===== config.mk =====
export PLATFORM = sky130hd
export DESIGN_NAME = mdu_ctrl
export DESIGN_NICKNAME = d
export VERILOG_FILES = /design/src/rtl/mdu_pkg.sv /design/src/rtl/mdu_div_iter.sv /design/src/rtl/mdu_ctrl.sv
export SDC_FILE = /design/constraint.sdc
export NUM_CORES = 2
export LEC_CHECK = 0
export CAP_MARGIN = 20
export CORE_UTILIZATION = 55
export DETAILED_ROUTE_END_ITERATION = 12
export HOLD_SLACK_MARGIN = 0.06
export PLACE_DENSITY = 0.72
export SLEW_MARGIN = 10
export SYNTH_ARGS = -nofsm -noshare
export SYNTH_HDL_FRONTEND = slang
export SYNTH_SLANG_ARGS = --single-unit
export TNS_END_PERCENT = 10

===== constraint.sdc =====
create_clock -name clk -period 17.1 [get_ports clk]
set_clock_uncertainty 0.1 [all_clocks]
set_input_delay 3.42 -clock clk [delete_from_list [all_inputs] [get_ports clk]]
set_output_delay 3.42 -clock clk [all_outputs]
set_load 0.01 [all_outputs]

===== src/rtl/mdu_pkg.sv =====
// Shared opcode and state encodings plus small helpers for the HI/LO
// multiply/divide sequencer.
package mdu_pkg;

  typedef enum logic [2:0] {
    OP_MULT  = 3'd0,
    OP_MULTU = 3'd1,
    OP_DIV   = 3'd2,
    OP_DIVU  = 3'd3,
    OP_MTHI  = 3'd4,
    OP_MTLO  = 3'd5
  } op_e;

  typedef enum logic [1:0] {
    IDLE = 2'd0,
    MUL  = 2'd1,
    DIV  = 2'd2,
    WB   = 2'd3
  } state_e;

  localparam int DIV_ITER = 32;

  // Opcodes 6 and 7 are reserved and must never be accepted.
  function automatic logic op_legal(input logic [2:0] code);
    return code <= 3'd5;
  endfunction

  // Magnitude of a value, treating it as two's complement only when signed.
  function automatic logic [31:0] mag32(input logic [31:0] v, input logic is_signed);
    return (is_signed && v[31]) ? (~v + 32'd1) : v;
  endfunction

endpackage


===== src/rtl/mdu_div_iter.sv =====
// 32-bit unsigned restoring divider: one quotient bit per cycle. The first
// iteration happens on the start edge so the result is ready DIV_ITER cycles
// after start is sampled, with done pulsing in the cycle it becomes readable.
module mdu_div_iter
  import mdu_pkg::*;
(
  input  logic        clk,
  input  logic        rst,
  input  logic        start,
  input  logic [31:0] dividend,
  input  logic [31:0] divisor,
  output logic        done,
  output logic [31:0] quotient,
  output logic [31:0] remainder
);

  logic [31:0] r_quo;
  logic [31:0] r_rem;
  logic [31:0] r_dvs;
  logic [5:0]  r_cnt;
  logic        r_run;

  logic [31:0] w_rem_in;
  logic [31:0] w_quo_in;
  logic [31:0] w_dvs;
  logic [32:0] w_shift;
  logic        w_ge;
  logic [31:0] w_rem_nxt;
  logic [31:0] w_quo_nxt;

  // One restoring step, fed from fresh operands on start or from the registers.
  always_comb begin
    // NOTE: every output of a combinational block gets a value on every path; the muxes below cover all cases, so no latch is inferred.
    w_rem_in  = start ? 32'd0    : r_rem;
    w_quo_in  = start ? dividend : r_quo;
    w_dvs     = start ? divisor  : r_dvs;
    w_shift   = {w_rem_in, w_quo_in[31]};
    w_ge      = (w_shift >= {1'b0, w_dvs});
    w_rem_nxt = w_ge ? (w_shift[31:0] - w_dvs) : w_shift[31:0];
    w_quo_nxt = {w_quo_in[30:0], w_ge};
  end

  // Iteration registers: load-and-step on start, then step until the count runs out.
  always_ff @(posedge clk or posedge rst) begin
    if (rst) begin
      // NOTE: every datapath register is cleared by reset so no stale operand or partial result survives it.
      r_quo <= '0;
      r_rem <= '0;
      r_dvs <= '0;
      r_cnt <= '0;
      r_run <= 1'b0;
    end else if (start) begin
      // NOTE: state registers use non-blocking assignment so every flop samples pre-edge values.
      r_quo <= w_quo_nxt;
      r_rem <= w_rem_nxt;
      r_dvs <= divisor;
      r_cnt <= 6'(DIV_ITER - 1);
      r_run <= 1'b1;
    end else if (r_run) begin
      if (r_cnt != 6'd0) begin
        r_quo <= w_quo_nxt;
        r_rem <= w_rem_nxt;
        r_cnt <= r_cnt - 6'd1;
      end else begin
        r_run <= 1'b0;
      end
    end
  end

  assign done      = r_run && (r_cnt == 6'd0);
  assign quotient  = r_quo;
  assign remainder = r_rem;

endmodule


===== src/rtl/mdu_ctrl.sv =====
// Multiply/divide sequencer for the HI/LO pair: accepts one MDU op in IDLE,
// runs it, issues a single registered HI/LO write in WB, and requests a
// pipeline stall while busy or while an MFHI/MFLO would read stale data.
module mdu_ctrl
  import mdu_pkg::*;
#(
  parameter int MUL_LAT = 2
) (
  input  logic        clk,
  input  logic        rst,
  input  logic        op_valid,
  input  logic [2:0]  op_code,
  input  logic [31:0] op_a,
  input  logic [31:0] op_b,
  input  logic        cancel,
  input  logic        mf_req,
  output logic        op_ready,
  output logic        busy,
  output logic        stall,
  output logic        hi_wen,
  output logic        lo_wen,
  output logic [31:0] hi_wdata,
  output logic [31:0] lo_wdata
);

  state_e      r_state;
  state_e      w_next;
  op_e         r_op;
  logic [31:0] r_a;
  logic [31:0] r_b;
  logic [2:0]  r_mcnt;
  logic [31:0] r_hi;
  logic [31:0] r_lo;
  logic        r_wr_hi;
  logic        r_wr_lo;

  logic        w_accept;
  logic        w_div_start;
  logic        w_div_signed;
  logic        w_div_done;
  logic [31:0] w_quo;
  logic [31:0] w_rem;
  logic        w_mul_signed;
  logic [63:0] w_prod;
  logic        w_neg_q;
  logic        w_neg_r;

  assign w_accept     = op_valid && (r_state == IDLE) && !cancel && op_legal(op_code);
  assign w_div_signed = (op_code == OP_DIV);
  assign w_div_start  = w_accept && ((op_code == OP_DIV) || (op_code == OP_DIVU));

  mdu_div_iter u_div (
    .clk       (clk),
    .rst       (rst),
    .start     (w_div_start),
    .dividend  (mag32(op_a, w_div_signed)),
    .divisor   (mag32(op_b, w_div_signed)),
    .done      (w_div_done),
    .quotient  (w_quo),
    .remainder (w_rem)
  );

  // Product of the latched operands; sign-extension selects MULT vs MULTU.
  assign w_mul_signed = (r_op == OP_MULT);
  assign w_prod = {{32{w_mul_signed & r_a[31]}}, r_a} * {{32{w_mul_signed & r_b[31]}}, r_b};

  // Sign fix-up for DIV: quotient negated on differing signs, remainder follows dividend.
  assign w_neg_q = (r_op == OP_DIV) && (r_a[31] ^ r_b[31]);
  assign w_neg_r = (r_op == OP_DIV) && r_a[31];

  // State register.
  always_ff @(posedge clk or posedge rst) begin
    if (rst) r_state <= IDLE;
    else     r_state <= w_next;
  end

  // Next-state and write-enable decode.
  always_comb begin
    w_next = r_state;
    hi_wen = 1'b0;
    lo_wen = 1'b0;
    case (r_state)
      IDLE: begin
        if (w_accept) begin
          case (op_e'(op_code))
            OP_MULT, OP_MULTU: w_next = MUL;
            OP_DIV, OP_DIVU:   w_next = DIV;
            default:           w_next = WB;
          endcase
        end
      end
      MUL: begin
        if (cancel)                 w_next = IDLE;
        else if (r_mcnt == 3'd0)    w_next = WB;
      end
      DIV: begin
        if (cancel)                 w_next = IDLE;
        else if (w_div_done)        w_next = WB;
      end
      WB: begin
        w_next = IDLE;
        hi_wen = r_wr_hi && !cancel;
        lo_wen = r_wr_lo && !cancel;
      end
      default: w_next = IDLE;
    endcase
  end

  // Operand latch, MUL countdown and HI/LO result registers.
  always_ff @(posedge clk or posedge rst) begin
    if (rst) begin
      r_op    <= OP_MULT;
      r_a     <= '0;
      r_b     <= '0;
      r_mcnt  <= '0;
      r_hi    <= '0;
      r_lo    <= '0;
      r_wr_hi <= 1'b0;
      r_wr_lo <= 1'b0;
    end else begin
      if (w_accept) begin
        r_op    <= op_e'(op_code);
        r_a     <= op_a;
        r_b     <= op_b;
        r_mcnt  <= 3'(MUL_LAT - 1);
        r_wr_hi <= (op_code != OP_MTLO);
        r_wr_lo <= (op_code != OP_MTHI);
        if (op_code == OP_MTHI) r_hi <= op_a;
        if (op_code == OP_MTLO) r_lo <= op_a;
      end
      if ((r_state == MUL) && (r_mcnt != 3'd0)) r_mcnt <= r_mcnt - 3'd1;
      if ((r_state == MUL) && (w_next == WB)) begin
        r_hi <= w_prod[63:32];
        r_lo <= w_prod[31:0];
      end
      if ((r_state == DIV) && (w_next == WB)) begin
        if (r_b == 32'd0) begin
          r_hi <= r_a;
          r_lo <= 32'hFFFF_FFFF;
        end else begin
          r_hi <= w_neg_r ? (~w_rem + 32'd1) : w_rem;
          r_lo <= w_neg_q ? (~w_quo + 32'd1) : w_quo;
        end
      end
    end
  end

  assign op_ready = (r_state == IDLE);
  assign busy     = (r_state != IDLE);
  assign stall    = (mf_req && busy) || (op_valid && !op_ready);
  assign hi_wdata = r_hi;
  assign lo_wdata = r_lo;

endmodule


==> results.cfg <==
[detailed_routing]
vias = 42082
drt_iter0_drc = 3598
drt.antenna.violating_nets = 0
drc_errors = 0
vias_per_cell = 5.75
drt-pass1-iter-count = 7
wl_per_cell_microns = 21.3
drt-total-wl_microns = 156000

[placed_design]
gp_congestion = 1.00
dpl.hpwl_microns = 122000
port_buffers = 140

[worst_setup_path]
slowest_delay_ns = 0.63
required_ns = 17.44
critPathMaxFanout = 21
end_kind = register
cp-start-kind = register
crit_slowest_cell = fa_1
arrival_ns = 10.11
critical_path_class = reg2reg
path_common_cell = fa_1

[sta]
hold_viol = 0
clock.fmax_ghz = 0.102
fin_crit_ns = 9.78
slew_viol_final = 0
rsz0062_at_grt = no
fin_crit_sh_pct = 57.2
slew_headroom_pct = 27.0
setup-violations-final = 0
fin_tns_setup_ns = 0
tightest_slew_ns = 1.09

[clock_network]
cts_max_path_buffers = 3
clock_latency_ns = 0.55
cts_tree = done
cts_buffers = 27
clock-root-buffer = clkbuf_16
hold_buffers = 0
htreeDepth = 1
clkTransAtPathRegs_ns = 0.06
ctsResizeCount = 0
cts.sink_count = 241
post-cts-setup-buffer-count = 0

[die]
rows = 113
die_h_microns = 314
dieArea_sq_mm = 0.0983
start_util_pct = 55.9
die_w_microns = 314
io_pins = 141
core_sq_mm = 0.0956

[global_route]
grt_pass1_wl_microns = 250000
grt_antenna_before_repair = 6
grt_pass1_vias = 44370
grtUsageTotal_pct = 32.7
grt_overflow = 0
grt_max_degree = 116

[flow_run]
drv_cap = 0

[synth]
synth_cell_types = 86
ys_top_cells_by_area = fa_1 (42%), dfrtp_1 (11%), nand2_1 (8.5%), inv_1 (8.5%), ha_1 (5.9%)
synth_edf_count = 0
avgSynthCellArea_sq_um = 8.66
synthesis.nets = 7616
synth_flop_cell = dfrtp_1
ys_warn_count = 0
yosysTopAreaCell = fa_1
yosysTopAreaCellShare_pct = 42.2
synthesis.area_sq_mm = 0.0534
seq_area_frac_synth_pct = 11.3
postSynthCellCount = 6166
ys_seq_elements = 241
ys_async_sr_fraction_pct = 100

[final_layout]
final_common_cell = nand2_1
final_cell_mix = nand2_1 (1207), inv_1 (1205), fa_1 (1126), and2_1 (325), ha_1 (252)
drive_gt1_share_pct = 3.17
seqCellArea_sq_mm = 0.00604
multi_input_area_sq_mm = 0.0414
syn2layout_area_growth_pct = 5.85
nets = 7478
n_antenna_cell = 0
fillers = 8489

[outcome]
outcome = finished clean

[min_path]
holdCritPathClass = reg2reg
synthesized netlist by cell type, types with 79 or more instances:
cell	n
o21ai_0	152
a21oi_1	197
clkbuf_1	374
and2_1	325
nor2_1	205
a21o_1	79
inv_1	1206
xnor2_1	130
nand2_1	1208
ha_1	252
fa_1	1126
xor2_1	87
dfrtp_1	241
logic make-up after synthesis:
kind of cell / after synthesis / synth area share [%]
muxes: 19 / 0.361
adders and majority gates: 1378 / 48.1
AOI/OAI and AO/OA: 729 / 8.66
and+or+nand+nor: 1986 / 16.8
xor gates and xnor gates: 217 / 3.56
DFF: 241 / 11.3
buffers and inverters: 1596 / 11.2
final timing paths:
path	from	to	slack [ns]	cells after the start
min in group asynchronous	rst	u_div.r_dvs[26]	3.30	2
hold / removal	u_div.r_dvs[30]	u_div.r_dvs[30]	0.37	2
hold reg to reg	u_div.r_dvs[30]	u_div.r_dvs[30]	0.37	2
setup reg to reg	r_op[1]	hi_wdata[28]	7.32	26
setup / recovery	r_op[1]	hi_wdata[28]	7.32	26
max in group asynchronous	rst	r_a[29]	11.97	3
sequential cells by signal, indices dropped and copies added (netlist names), 2 cells and up:
register and count:
r_b 32, u_div.remainder 32, r_op 3, lo_wdata 32, u_div.r_cnt 6, r_a 32
hi_wdata 32, u_div.quotient 32, u_div.r_dvs 32, r_mcnt 3, r_state 2
per-layer routing:
metal,global-route usage (%),share of wire (%),wire length (microns)
met4,12.5,4.5,7040
met5,0,0.017,27
met2,53.9,48,73900
met3,5.63,9.2,14200
met1,43.4,39,60300
critical path: cells and delay by family, from the launching register on:
kind / cells / cell delay, ns
AO/OA/AOI/OAI: 5 / 1.57
XOR/XNOR: 1 / 0.18
flip-flops: 1 / 0.43
buffers and inverters: 4 / 0.97
AND/OR/NAND/NOR: 7 / 1.86
adder cells (fa/ha/maj): 9 / 4.52
per-stage QoR:
step                      instances  cell area [sq um]  setup WS, ns  utilization (%)  hold WS [ns]
after floorplan                6166              53400          6.96                -         0.334
after global placement         7262              55600          7.59             58.2         0.353
after detailed placement       7264              55600          7.44             58.2         0.354
after CTS                      7313              56500          7.42             59.1         0.368
after global routing           7313              56500          6.88             59.1         0.389
final                          7313              56500          7.32             59.1         0.365
area by class of cell:
cell class / count / share of cell area [%]
Clock buffer: 42 / 1.45
Clock inverter: 7 / 0.151
Inverter: 1206 / 8.02
Multi-Input combinational cell: 4329 / 73.3
Sequential cell: 241 / 10.7
Tap cell: 1265 / 2.80
Timing Repair Buffer: 223 / 3.61
Power is not shown: default switching activity piles up to over one toggle a cycle in this logic, so the estimate is an artifact.
